**config.mk**
```make
export PLATFORM = sky130hd
export DESIGN_NAME = mac_share_arbiter_flat
export DESIGN_NICKNAME = d
export VERILOG_FILES = /design/src/rtl/mac_share_arbiter_pkg.sv /design/src/rtl/mac_share_arbiter_if.sv /design/src/rtl/mac_share_arbiter_pipe.sv /design/src/rtl/mac_share_arbiter.sv /design/src/flat_wrapper.sv
export SDC_FILE = /design/constraint.sdc
export NUM_CORES = 2
export LEC_CHECK = 0
export CAP_MARGIN = 20
export CORE_ASPECT_RATIO = 0.75
export CORE_UTILIZATION = 50
export CTS_CLUSTER_SIZE = 10
export DETAILED_ROUTE_END_ITERATION = 7
export DONT_BUFFER_PORTS = 1
export PLACE_DENSITY = 0.66
export SLEW_MARGIN = 20
export SYNTH_ARGS = -nofsm -noshare
export SYNTH_HDL_FRONTEND = slang
export SYNTH_SLANG_ARGS = --single-unit
```
**constraint.sdc**
```tcl
create_clock -name clk -period 8.5 [get_ports clk]
set_input_delay 0.85 -clock clk [delete_from_list [all_inputs] [get_ports clk]]
set_output_delay 0.85 -clock clk [all_outputs]
set_load 0.01 [all_outputs]
```
**src/rtl/mac_share_arbiter_pkg.sv**
```systemverilog
// Shared constants and types for the two-requester shared multiply-add unit.
// Pipeline latency and the round-robin pointer encoding live here.
package mac_arb_pkg;

    localparam int A_W_DEF = 27;
    localparam int B_W_DEF = 18;
    localparam int C_W_DEF = 48;
    localparam int P_W_DEF = 48;
    localparam int LATENCY = 3;

    typedef enum logic {
        PRI0 = 1'b0,
        PRI1 = 1'b1
    } ptr_e;

    function automatic int max3(input int x, input int y, input int z);
        int m;
        m = (x > y) ? x : y;
        return (m > z) ? m : z;
    endfunction

endpackage

```
**src/rtl/mac_share_arbiter_if.sv**
```systemverilog
// Requester handshake, operand and result bundle for mac_share_arbiter.
// slave is the arbiter side, master the requester/consumer side.
interface mac_share_arbiter_if #(
    parameter int A_W = 27,
    parameter int B_W = 18,
    parameter int C_W = 48,
    parameter int P_W = 48
);
    logic                  req0_valid;
    logic                  req0_ready;
    logic signed [A_W-1:0] a0;
    logic signed [B_W-1:0] b0;
    logic signed [C_W-1:0] c0;
    logic                  req1_valid;
    logic                  req1_ready;
    logic signed [A_W-1:0] a1;
    logic signed [B_W-1:0] b1;
    logic signed [C_W-1:0] c1;
    logic                  dout0_valid;
    logic                  dout1_valid;
    logic signed [P_W-1:0] dout0;
    logic signed [P_W-1:0] dout1;
    logic                  busy;

    modport slave (
        input  req0_valid, a0, b0, c0, req1_valid, a1, b1, c1,
        output req0_ready, req1_ready, dout0_valid, dout1_valid, dout0, dout1, busy
    );

    modport master (
        output req0_valid, a0, b0, c0, req1_valid, a1, b1, c1,
        input  req0_ready, req1_ready, dout0_valid, dout1_valid, dout0, dout1, busy
    );
endinterface

```
**src/rtl/mac_share_arbiter_pipe.sv**
```systemverilog
// Three-stage signed a*b+c pipeline carrying a valid bit and owner tag per stage.
// The third stage writes straight into the per-requester result registers.
module mac_pipe
    import mac_arb_pkg::*;
#(
    parameter int A_W = A_W_DEF,
    parameter int B_W = B_W_DEF,
    parameter int C_W = C_W_DEF,
    parameter int P_W = P_W_DEF
) (
    input  logic                  clk,
    input  logic                  rst_n,
    input  logic                  ce,
    input  logic                  in_valid,
    input  logic                  in_tag,
    input  logic signed [A_W-1:0] in_a,
    input  logic signed [B_W-1:0] in_b,
    input  logic signed [C_W-1:0] in_c,
    output logic                  dout0_valid,
    output logic                  dout1_valid,
    output logic signed [P_W-1:0] dout0,
    output logic signed [P_W-1:0] dout1,
    output logic                  busy
);
    localparam int M_W   = A_W + B_W;
    // One guard bit keeps both sign-extension counts non-zero for any widths.
    localparam int SUM_W = max3(M_W, C_W, P_W) + 1;

    logic                  s1_valid_q, s1_valid_d, s1_tag_q, s1_tag_d;
    logic signed [A_W-1:0] s1_a_q, s1_a_d;
    logic signed [B_W-1:0] s1_b_q, s1_b_d;
    logic signed [C_W-1:0] s1_c_q, s1_c_d;
    logic                  s2_valid_q, s2_valid_d, s2_tag_q, s2_tag_d;
    logic        [M_W-1:0] s2_m_q, s2_m_d;
    logic signed [C_W-1:0] s2_c_q, s2_c_d;
    logic                  s3_valid_q, s3_valid_d, s3_tag_q, s3_tag_d;
    logic signed [P_W-1:0] dout0_q, dout0_d, dout1_q, dout1_d;
    logic        [M_W-1:0] prod;
    logic        [P_W-1:0] sum;

    // Low M_W bits of the product are identical for signed and unsigned operands.
    assign prod = {{(M_W-A_W){s1_a_q[A_W-1]}}, s1_a_q} * {{(M_W-B_W){s1_b_q[B_W-1]}}, s1_b_q};
    assign sum  = P_W'({{(SUM_W-M_W){s2_m_q[M_W-1]}}, s2_m_q}
                     + {{(SUM_W-C_W){s2_c_q[C_W-1]}}, s2_c_q});

    always_comb begin
        s1_valid_d = s1_valid_q;
        s1_tag_d   = s1_tag_q;
        s1_a_d     = s1_a_q;
        s1_b_d     = s1_b_q;
        s1_c_d     = s1_c_q;
        s2_valid_d = s2_valid_q;
        s2_tag_d   = s2_tag_q;
        s2_m_d     = s2_m_q;
        s2_c_d     = s2_c_q;
        s3_valid_d = s3_valid_q;
        s3_tag_d   = s3_tag_q;
        dout0_d    = dout0_q;
        dout1_d    = dout1_q;
        if (ce) begin
            s1_valid_d = in_valid;
            if (in_valid) begin
                s1_tag_d = in_tag;
                s1_a_d   = in_a;
                s1_b_d   = in_b;
                s1_c_d   = in_c;
            end
            s2_valid_d = s1_valid_q;
            if (s1_valid_q) begin
                s2_tag_d = s1_tag_q;
                s2_m_d   = prod;
                s2_c_d   = s1_c_q;
            end
            s3_valid_d = s2_valid_q;
            s3_tag_d   = s2_tag_q;
            if (s2_valid_q && !s2_tag_q) dout0_d = sum;
            if (s2_valid_q &&  s2_tag_q) dout1_d = sum;
        end
    end

    always_ff @(posedge clk or negedge rst_n) begin
        if (!rst_n) begin
            s1_valid_q <= 1'b0;
            s1_tag_q   <= 1'b0;
            s1_a_q     <= '0;
            s1_b_q     <= '0;
            s1_c_q     <= '0;
            s2_valid_q <= 1'b0;
            s2_tag_q   <= 1'b0;
            s2_m_q     <= '0;
            s2_c_q     <= '0;
            s3_valid_q <= 1'b0;
            s3_tag_q   <= 1'b0;
            dout0_q    <= '0;
            dout1_q    <= '0;
        end else begin
            s1_valid_q <= s1_valid_d;
            s1_tag_q   <= s1_tag_d;
            s1_a_q     <= s1_a_d;
            s1_b_q     <= s1_b_d;
            s1_c_q     <= s1_c_d;
            s2_valid_q <= s2_valid_d;
            s2_tag_q   <= s2_tag_d;
            s2_m_q     <= s2_m_d;
            s2_c_q     <= s2_c_d;
            s3_valid_q <= s3_valid_d;
            s3_tag_q   <= s3_tag_d;
            dout0_q    <= dout0_d;
            dout1_q    <= dout1_d;
        end
    end

    assign dout0_valid = ce & s3_valid_q & ~s3_tag_q;
    assign dout1_valid = ce & s3_valid_q &  s3_tag_q;
    assign dout0       = dout0_q;
    assign dout1       = dout1_q;
    assign busy        = s1_valid_q | s2_valid_q | s3_valid_q;

endmodule

```
**src/rtl/mac_share_arbiter.sv**
```systemverilog
// Round-robin arbitration of two requesters onto one shared multiply-add pipeline.
// Only the grant logic and the tie-break pointer live here; arithmetic is in mac_pipe.
module mac_share_arbiter
    import mac_arb_pkg::*;
#(
    parameter int A_W = A_W_DEF,
    parameter int B_W = B_W_DEF,
    parameter int C_W = C_W_DEF,
    parameter int P_W = P_W_DEF
) (
    input  logic                clk,
    input  logic                rst_n,
    input  logic                ce,
    mac_share_arbiter_if.slave  bus
);
    ptr_e ptr_q, ptr_d;
    logic grant0, grant1, xfer0, xfer1;

    // A lone requester always wins; the pointer only breaks ties.
    always_comb begin
        grant0 = bus.req0_valid & (~bus.req1_valid | (ptr_q == PRI0));
        grant1 = bus.req1_valid & ~grant0;
    end

    assign bus.req0_ready = ce & rst_n & grant0;
    assign bus.req1_ready = ce & rst_n & grant1;
    assign xfer0          = bus.req0_valid & bus.req0_ready;
    assign xfer1          = bus.req1_valid & bus.req1_ready;

    always_comb begin
        ptr_d = ptr_q;
        if (xfer0)      ptr_d = PRI1;
        else if (xfer1) ptr_d = PRI0;
    end

    always_ff @(posedge clk or negedge rst_n) begin
        if (!rst_n)  ptr_q <= PRI0;
        else if (ce) ptr_q <= ptr_d;
    end

    mac_pipe #(
        .A_W (A_W),
        .B_W (B_W),
        .C_W (C_W),
        .P_W (P_W)
    ) u_pipe (
        .clk         (clk),
        .rst_n       (rst_n),
        .ce          (ce),
        .in_valid    (xfer0 | xfer1),
        .in_tag      (xfer1),
        .in_a        (xfer1 ? bus.a1 : bus.a0),
        .in_b        (xfer1 ? bus.b1 : bus.b0),
        .in_c        (xfer1 ? bus.c1 : bus.c0),
        .dout0_valid (bus.dout0_valid),
        .dout1_valid (bus.dout1_valid),
        .dout0       (bus.dout0),
        .dout1       (bus.dout1),
        .busy        (bus.busy)
    );

endmodule

```
**src/flat_wrapper.sv**
```systemverilog
// flat-port wrapper written by rule: the top's interface ports become plain ports
module mac_share_arbiter_flat import mac_arb_pkg::*;
#(
    parameter int A_W = A_W_DEF,
    parameter int B_W = B_W_DEF,
    parameter int C_W = C_W_DEF,
    parameter int P_W = P_W_DEF
)
  (clk, rst_n, ce, bus_req0_valid, bus_a0, bus_b0, bus_c0, bus_req1_valid, bus_a1, bus_b1, bus_c1, bus_req0_ready, bus_req1_ready, bus_dout0_valid, bus_dout1_valid, bus_dout0, bus_dout1, bus_busy);
  mac_share_arbiter_if #(.A_W(A_W), .B_W(B_W), .C_W(C_W), .P_W(P_W)) bus_i ();
  input  logic clk;
  input  logic rst_n;
  input  logic ce;
  input wire logic [$bits(bus_i.req0_valid)-1:0] bus_req0_valid;
  input wire logic [$bits(bus_i.a0)-1:0] bus_a0;
  input wire logic [$bits(bus_i.b0)-1:0] bus_b0;
  input wire logic [$bits(bus_i.c0)-1:0] bus_c0;
  input wire logic [$bits(bus_i.req1_valid)-1:0] bus_req1_valid;
  input wire logic [$bits(bus_i.a1)-1:0] bus_a1;
  input wire logic [$bits(bus_i.b1)-1:0] bus_b1;
  input wire logic [$bits(bus_i.c1)-1:0] bus_c1;
  output wire logic [$bits(bus_i.req0_ready)-1:0] bus_req0_ready;
  output wire logic [$bits(bus_i.req1_ready)-1:0] bus_req1_ready;
  output wire logic [$bits(bus_i.dout0_valid)-1:0] bus_dout0_valid;
  output wire logic [$bits(bus_i.dout1_valid)-1:0] bus_dout1_valid;
  output wire logic [$bits(bus_i.dout0)-1:0] bus_dout0;
  output wire logic [$bits(bus_i.dout1)-1:0] bus_dout1;
  output wire logic [$bits(bus_i.busy)-1:0] bus_busy;
  assign bus_i.req0_valid = bus_req0_valid;
  assign bus_i.a0 = bus_a0;
  assign bus_i.b0 = bus_b0;
  assign bus_i.c0 = bus_c0;
  assign bus_i.req1_valid = bus_req1_valid;
  assign bus_i.a1 = bus_a1;
  assign bus_i.b1 = bus_b1;
  assign bus_i.c1 = bus_c1;
  assign bus_req0_ready = bus_i.req0_ready;
  assign bus_req1_ready = bus_i.req1_ready;
  assign bus_dout0_valid = bus_i.dout0_valid;
  assign bus_dout1_valid = bus_i.dout1_valid;
  assign bus_dout0 = bus_i.dout0;
  assign bus_dout1 = bus_i.dout1;
  assign bus_busy = bus_i.busy;
  mac_share_arbiter #(.A_W(A_W), .B_W(B_W), .C_W(C_W), .P_W(P_W)) u_core (.clk(clk), .rst_n(rst_n), .ce(ce), .bus(bus_i));
endmodule
```
# Word level (Yosys, flattened, before mapping)
# Index checks and enable logic that the tools add are counted.
totals:
  reg_bits: 289
  inputBits: 191
  out_inout_bits: 101
  wordCells: 48
op_classes:
  n_addsub: 1
  mul: 1
  n_mux: 5
  bitwise_logic: 18
  n_reduce_logical: 9
op_table:
  columns: ["cell", "n"]
  rows:
  - ["adder 45 x 48 -> 48 bit", 1]
  - ["two-way mux 48 bit", 1]
  - ["multiplier 27 x 18 -> 45 bit", 1]
  - ["two-way mux 27 bit", 1]
  - ["two-way mux 18 bit", 1]
  - ["bitwise AND 1 bit", 10]
  - ["AND reduction 2 bit", 5]
  - ["inverter 1 bit", 4]
  - ["OR 1 bit", 4]
  - ["logical AND 1 bit", 2]
  - ["two-way mux 1 bit", 2]
  - ["nonzero test 2 bit", 1]
  - ["zero test 1 bit", 1]

# Longest topological paths before layout
logic_depth:
  ltp_word: 9
  depth_mapped: 26
  depth_no_buf: 24

# By module
# A second synthesis with hierarchy kept.
unflattened:
  hier_cells: 3205
  hier_area_um2: 31302.5
by_module_without_submodules:
  columns: ["mod", "n_inst", "cells_per_inst", "area_per_inst_um2", "seq_area_each_um2"]
  rows:
  - ["mac_pipe", 1, 3092, 30068.8, 7206.9]
  - ["mac_share_arbiter", 1, 113, 1233.7, 25.0]

# Worst setup path after synthesis
# No wires, ideal clock.
synth_path:
  kind: "register to register"
  start: "register u_core.u_pipe.s1_a_q[17]"
  end: "register u_core.u_pipe.s2_m_q[32]"
  setup_ns: 0.083
  arrival_ns: 6.306
  required_ns: 8.417
  path_slack_ns: 2.111
  path_stages_with_launch: 25
  n_path_buf: 2
  synth_period_minus_slack_ns: 6.389
  cell_sequence: "dfrtp_1 clkbuf_1 clkbuf_1 nand2_1 fa_1 inv_1 fa_1 inv_1 fa_1 fa_1 inv_1 fa_1 inv_1 fa_1 inv_1 ha_1 a21o_1 a21oi_1 or3b_2 a21oi_1 o41ai_1 a221oi_1 o21ai_0 xnor2_1 o21ai_0"
synth_between:
  elab_chain_len: 1
synth_rtl:
  columns: ["item", "line_no", "rtl"]
  rows:
  - ["from (decl)", "mac_share_arbiter_pipe.sv:30", "logic signed [A_W-1:0] s1_a_q, s1_a_d;"]
  - ["from (signal assigned)", "mac_share_arbiter_pipe.sv:85", "s1_a_q <= '0;"]
  - ["from (signal assigned)", "mac_share_arbiter_pipe.sv:99", "s1_a_q <= s1_a_d;"]
  - ["multiplier 27 x 18 -> 45 bit", "mac_share_arbiter_pipe.sv:42", "assign prod = {{(M_W-A_W){s1_a_q[A_W-1]}}, s1_a_q} * {{(M_W-B_W){s1_b_q[B_W-1]}}, s1_b_q};"]
  - ["to (signal assigned)", "mac_share_arbiter_pipe.sv:104", "s2_m_q <= s2_m_d;"]
  - ["to (decl)", "mac_share_arbiter_pipe.sv:34", "logic [M_W-1:0] s2_m_q, s2_m_d;"]
# No other way between the ends.
# A chain may end at the register's enable or synchronous reset.

# Worst setup path after layout
layout_path:
  start: "register u_core.u_pipe.s1_b_q[4]"
  end: "register u_core.u_pipe.s2_m_q[32]"
layout_between:
  elab_chain_len: 1
layout_rtl:
  columns: ["item", "line_no", "rtl"]
  rows:
  - ["from (decl)", "mac_share_arbiter_pipe.sv:31", "logic signed [B_W-1:0] s1_b_q, s1_b_d;"]
  - ["from (signal assigned)", "mac_share_arbiter_pipe.sv:86", "s1_b_q <= '0;"]
  - ["from (signal assigned)", "mac_share_arbiter_pipe.sv:100", "s1_b_q <= s1_b_d;"]
  - ["multiplier 27 x 18 -> 45 bit", "mac_share_arbiter_pipe.sv:42", null]
# No other way between the ends.

==> results by stage <==
Clocking:
- The total clock buffers created by CTS is 37.
- CTS placed an instance of sky130_fd_sc_hd__clkbuf_16 at the clock tree root.
- The clock network latency to the later pin of the worst-skew pair is 0.58 ns.
- Once the clock tree was built, the resizer swapped 0 gates to a different size.
- The maximum count of clock buffers along a single path is 3.
- The TritonCTS clock tree is yes.
- Clock-pin slew was measured on the worst setup and hold paths at ~0.060 ns.
- The number of clock sinks is 289.
- The number of buffers inserted by post-CTS setup repair is 0.
- In this run the number of H-tree levels came out at 2.

Finish:
- The layout has about 5,500 filler cells.
- Relative to the synthesized area, the layout overhead comes to 5.22%.
- The post-route netlist has under 10% of its cells at a drive strength greater than 1.
- After the last flow step, the layout net total stands at 4,051.
- At the end of the flow the core is filled with cells to a little over half.

Worst setup path:
- The cell family contributing the most delay on the critical path is adder cells.
- The arrival time of data at the critical path endpoint is around 7.8 ns.
- The setup path with the least slack is of type reg -> reg.
- The cell seen most often among critical-path stages is sky130_fd_sc_hd__fa_1.
- In this design, the stage delay of the slowest critical-path cell is approximately 1.0 ns.
- On the critical path, the stage with the largest delay is an instance of sky130_fd_sc_hd__dfrtp_1.
- The critical path data required time is 8.90 ns.
- The worst reg-to-reg setup slack is between 1 and 1.5 ns.
- The signal on the critical path passes through nand2_1 -> fa_1 -> fa_1 -> fa_1 -> fa_1 -> inv_1 -> fa_1 -> inv_1 -> fa_1 -> inv_1 -> ha_1 -> nand3_1 -> a2111oi_2 -> a21oi_1 -> o41ai_1 -> a221oi_1 -> o21ai_0 -> xnor2_1 -> o21ai_0.
- The kind of capture point of the worst setup path is a flip-flop.
- The maximum fanout along the worst path is 28.
- The number of buffers and inverters on the critical path is 3.
- The category of the worst setup path launch point is a flip-flop.

Run status:
- The flow ran to the end, but the final reports show violations.
- The checks that failed: design-rule violations.

Global route:
- Entering global routing, the biggest net connects 230 pins.
- For this run the aggregate overflow at the end of global routing stands at 0.
- The first global-routing pass estimated 129 mm of wire.
- Global routing used between 20% and 30% of the available tracks.
- The initial antenna violation count is 0.
- The via count of the first global-routing pass is 23,700.

Logic synthesis:
- The area share of the leading cell type in the synthesized netlist is 30.9%.
- The most common flop cell mapped by yosys is sky130_fd_sc_hd__dfrtp_1.
- The distinct cell type count of the synthesized netlist is 70.
- After synthesis, the cell types taking the most area are sky130_fd_sc_hd__fa_1, sky130_fd_sc_hd__dfrtp_1, sky130_fd_sc_hd__nand2_1.
- The number of storage elements in the synthesis netlist is between 200 and 300.
- Yosys instantiated no cell more often than sky130_fd_sc_hd__nand2_1.
- The commonest cells after synthesis are sky130_fd_sc_hd__nand2_1, sky130_fd_sc_hd__inv_1, sky130_fd_sc_hd__fa_1, sky130_fd_sc_hd__dfrtp_1, sky130_fd_sc_hd__and2_1.
- The share of the Yosys chip area taken by registers is 23.5%.
- The cell count after synthesis is 3,355.
- The number of flops mapped to enable cells by yosys is 0.
- The mapped cell area is 0.0307 mm2.
- After synthesis, the share of flip-flops with an asynchronous set or reset is 100%.
- The total of warnings raised by yosys is 0.
- The synthesized net count is 4,178.
- The average instance in the mapped netlist occupies between 9 and 10 um2.
- Summed over all instances, the cell type with the most area after synthesis is sky130_fd_sc_hd__fa_1.

Placed design:
- Detailed placement finished with a half-perimeter wire length of slightly above 60 mm.
- The count of buffers from port buffering is 0.
- The global placer's final weighted congestion is between 0.9 and 1.

Detailed routing:
- The remaining routing DRC violations is 26.
- The number of detailed-route iterations in the first pass is 8.
- For this block, the routed nets add up to ~78 mm of wire.
- In the routed layout, each cell is associated on average with a via count of between 5 and 6.
- The average routed wire per standard cell is roughly 20 um.
- The via count is 22,500.
- The post-detailed-route count of antenna-violating nets is 0.
- In this run, the number of DRC markers left after iteration 0 of detailed routing was about 1,500.

STA:
- The total count of max-transition violations in the final report is 0.
- Setup repair after global routing left no endpoint under its margin.
- Measured against its own limit, the worst slew margin works out to ~28%.
- The clock arrives with 0.0331 ns of skew.
- In the final timing run, aggregate negative setup slack is 0 ns.
- The number of endpoints with negative hold slack in the final report is 0.
- At the pin with the least slew margin, the transition time is 1.08 ns.
- The final setup violation count is 0.
- The time the worst path needs with I/O delays and setup is roughly 7.4 ns.
- In the finished design, the share of the clock period the worst path needs comes to 86.6%.
- Based on the critical path, the design can be clocked at up to between 0.1 and 0.15 GHz.

Die:
- The die height is approximately 220 um.
- Row generation in the floorplan step produced between 70 and 80 rows.
- Pin placement for this block handled a little under 300 I/O pins.
- The floorplan step defined a die boundary enclosing 0.0625 mm2.
- The core region area is roughly 0.061 mm2.
- The initial utilization of the core area, before any placement, comes to just over 50%.
- The die is around 290 um wide.

Job:
- The max-cap violation count is 0.

Worst hold path:
- The tightest min-delay check is of the in -> async type.
## state kept, by name, indices dropped and copies added (netlist names), 18 cells and up
signal / cells
u_core.u_pipe.s1_c_q: 48
u_core.u_pipe.dout1: 48
u_core.u_pipe.s2_m_q: 45
u_core.u_pipe.s1_a_q: 27
u_core.u_pipe.s1_b_q: 18
u_core.u_pipe.dout0: 48
u_core.u_pipe.s2_c_q: 48
## path summary, 6_finish.rpt
kind                                    startpoint  cells past startpoint                  endpoint
max in group asynchronous                    rst_n                      1   u_core.u_pipe.dout0[19]
min reg2reg                u_core.u_pipe.s1_c_q[6]                      2   u_core.u_pipe.s1_c_q[6]
max                        u_core.u_pipe.s1_b_q[4]                     19  u_core.u_pipe.s2_m_q[32]
max reg2reg                u_core.u_pipe.s1_b_q[4]                     19  u_core.u_pipe.s2_m_q[32]
min                                          rst_n                      0   u_core.u_pipe.dout1[11]
min in group clk                        bus_a0[12]                      2  u_core.u_pipe.s1_a_q[12]
## per-stage QoR
stage	instance area, um2	hold slack, ns	instances	worst slack [ns]
2_1_floorplan	30700	0.442	3355	2.11
3_3_place_gp	31200	0.458	3987	1.40
3_5_place_dp	31200	0.459	3987	1.25
4_1_cts	32300	0.00379	4038	1.24
5_1_grt	32300	0.00257	4038	0.748
6_report	32400	0.0388	4039	1.14
## final cells by class
type,instances,area (um2),share of cell area [%]
clock buffer,43,1000,3.09
tap,800,1000,3.09
clock inverter,6,70.1,0.217
inverter,568,2130,6.59
antenna,1,2.50,0.00773
timing repair buffer,24,203,0.627
sequential,289,7230,22.4
multi-input combinational,2308,20700,64.0
## cells by family (layout without fill, tap and decap cells)
group           Yosys count  in the layout  share of synthesized area [%]
compound gates          506            506                           10.4
xor+xnor                 87             87                           2.48
fa+ha+maj               632            632                           37.3
buf+inv                 758            641                           9.28
flops                   289            289                           23.5
mux                      58             58                           2.11
other cells               0              1                              0
simple gates           1025           1025                           14.9
## worst reg2reg max path: stages (launching register included)
cell and delay, ns:
sky130_fd_sc_hd__dfrtp_1 1.03, sky130_fd_sc_hd__nand2_1 0.22, sky130_fd_sc_hd__fa_1 0.57, sky130_fd_sc_hd__fa_1 0.58, sky130_fd_sc_hd__fa_1 0.46, sky130_fd_sc_hd__fa_1 0.54
sky130_fd_sc_hd__inv_1 0.05, sky130_fd_sc_hd__fa_1 0.48, sky130_fd_sc_hd__inv_1 0.05, sky130_fd_sc_hd__fa_1 0.48, sky130_fd_sc_hd__inv_1 0.05, sky130_fd_sc_hd__ha_1 0.36
sky130_fd_sc_hd__nand3_1 0.20, sky130_fd_sc_hd__a2111oi_2 0.58, sky130_fd_sc_hd__a21oi_1 0.20, sky130_fd_sc_hd__o41ai_1 0.62, sky130_fd_sc_hd__a221oi_1 0.22, sky130_fd_sc_hd__o21ai_0 0.26
sky130_fd_sc_hd__xnor2_1 0.16, sky130_fd_sc_hd__o21ai_0 0.09
## placed cells by master, fill, tap and decap left out, types with 9 or more instances in the layout
cell type	n
sky130_fd_sc_hd__xor2_1	38
sky130_fd_sc_hd__mux2_2	55
sky130_fd_sc_hd__o21ai_0	168
sky130_fd_sc_hd__a21oi_1	99
sky130_fd_sc_hd__nand4_1	18
sky130_fd_sc_hd__dfrtp_1	289
sky130_fd_sc_hd__nand2_1	647
sky130_fd_sc_hd__a21o_1	31
sky130_fd_sc_hd__clkbuf_16	38
sky130_fd_sc_hd__a22oi_1	95
sky130_fd_sc_hd__a31oi_1	10
sky130_fd_sc_hd__o21bai_1	19
sky130_fd_sc_hd__a211oi_1	9
sky130_fd_sc_hd__and3_1	14
sky130_fd_sc_hd__fa_1	474
sky130_fd_sc_hd__and2_1	191
sky130_fd_sc_hd__nand3_1	24
sky130_fd_sc_hd__nor2_1	68
sky130_fd_sc_hd__buf_4	22
sky130_fd_sc_hd__o211ai_1	12
sky130_fd_sc_hd__nand2b_1	16
sky130_fd_sc_hd__ha_1	158
sky130_fd_sc_hd__xnor2_1	49
sky130_fd_sc_hd__inv_1	568
sky130_fd_sc_hd__nor3_1	14
## metal layers
metal | vias to the layer above | routed length, um | global-route usage [%] | part of all wire [%]
li1 | 10200 | - | - | -
met1 | 11500 | 34500 | 36.6 | 44
met2 | 661 | 38100 | 43.5 | 49
met3 | 105 | 4320 | 3.36 | 5.5
met4 | 0 | 1560 | 6.14 | 2.0
met5 | - | 0 | 0 | 0
## timing repair
item / 4_1_cts / 5_1_grt
hold buffers: 2 / 0
setup endpoints to repair: 0 / 0
endpoints found under the hold margin: 63 / 0
Power is left out: the tool's default activity adds up to more than one toggle a clock period on the data nets, which glitch-free logic cannot reach.
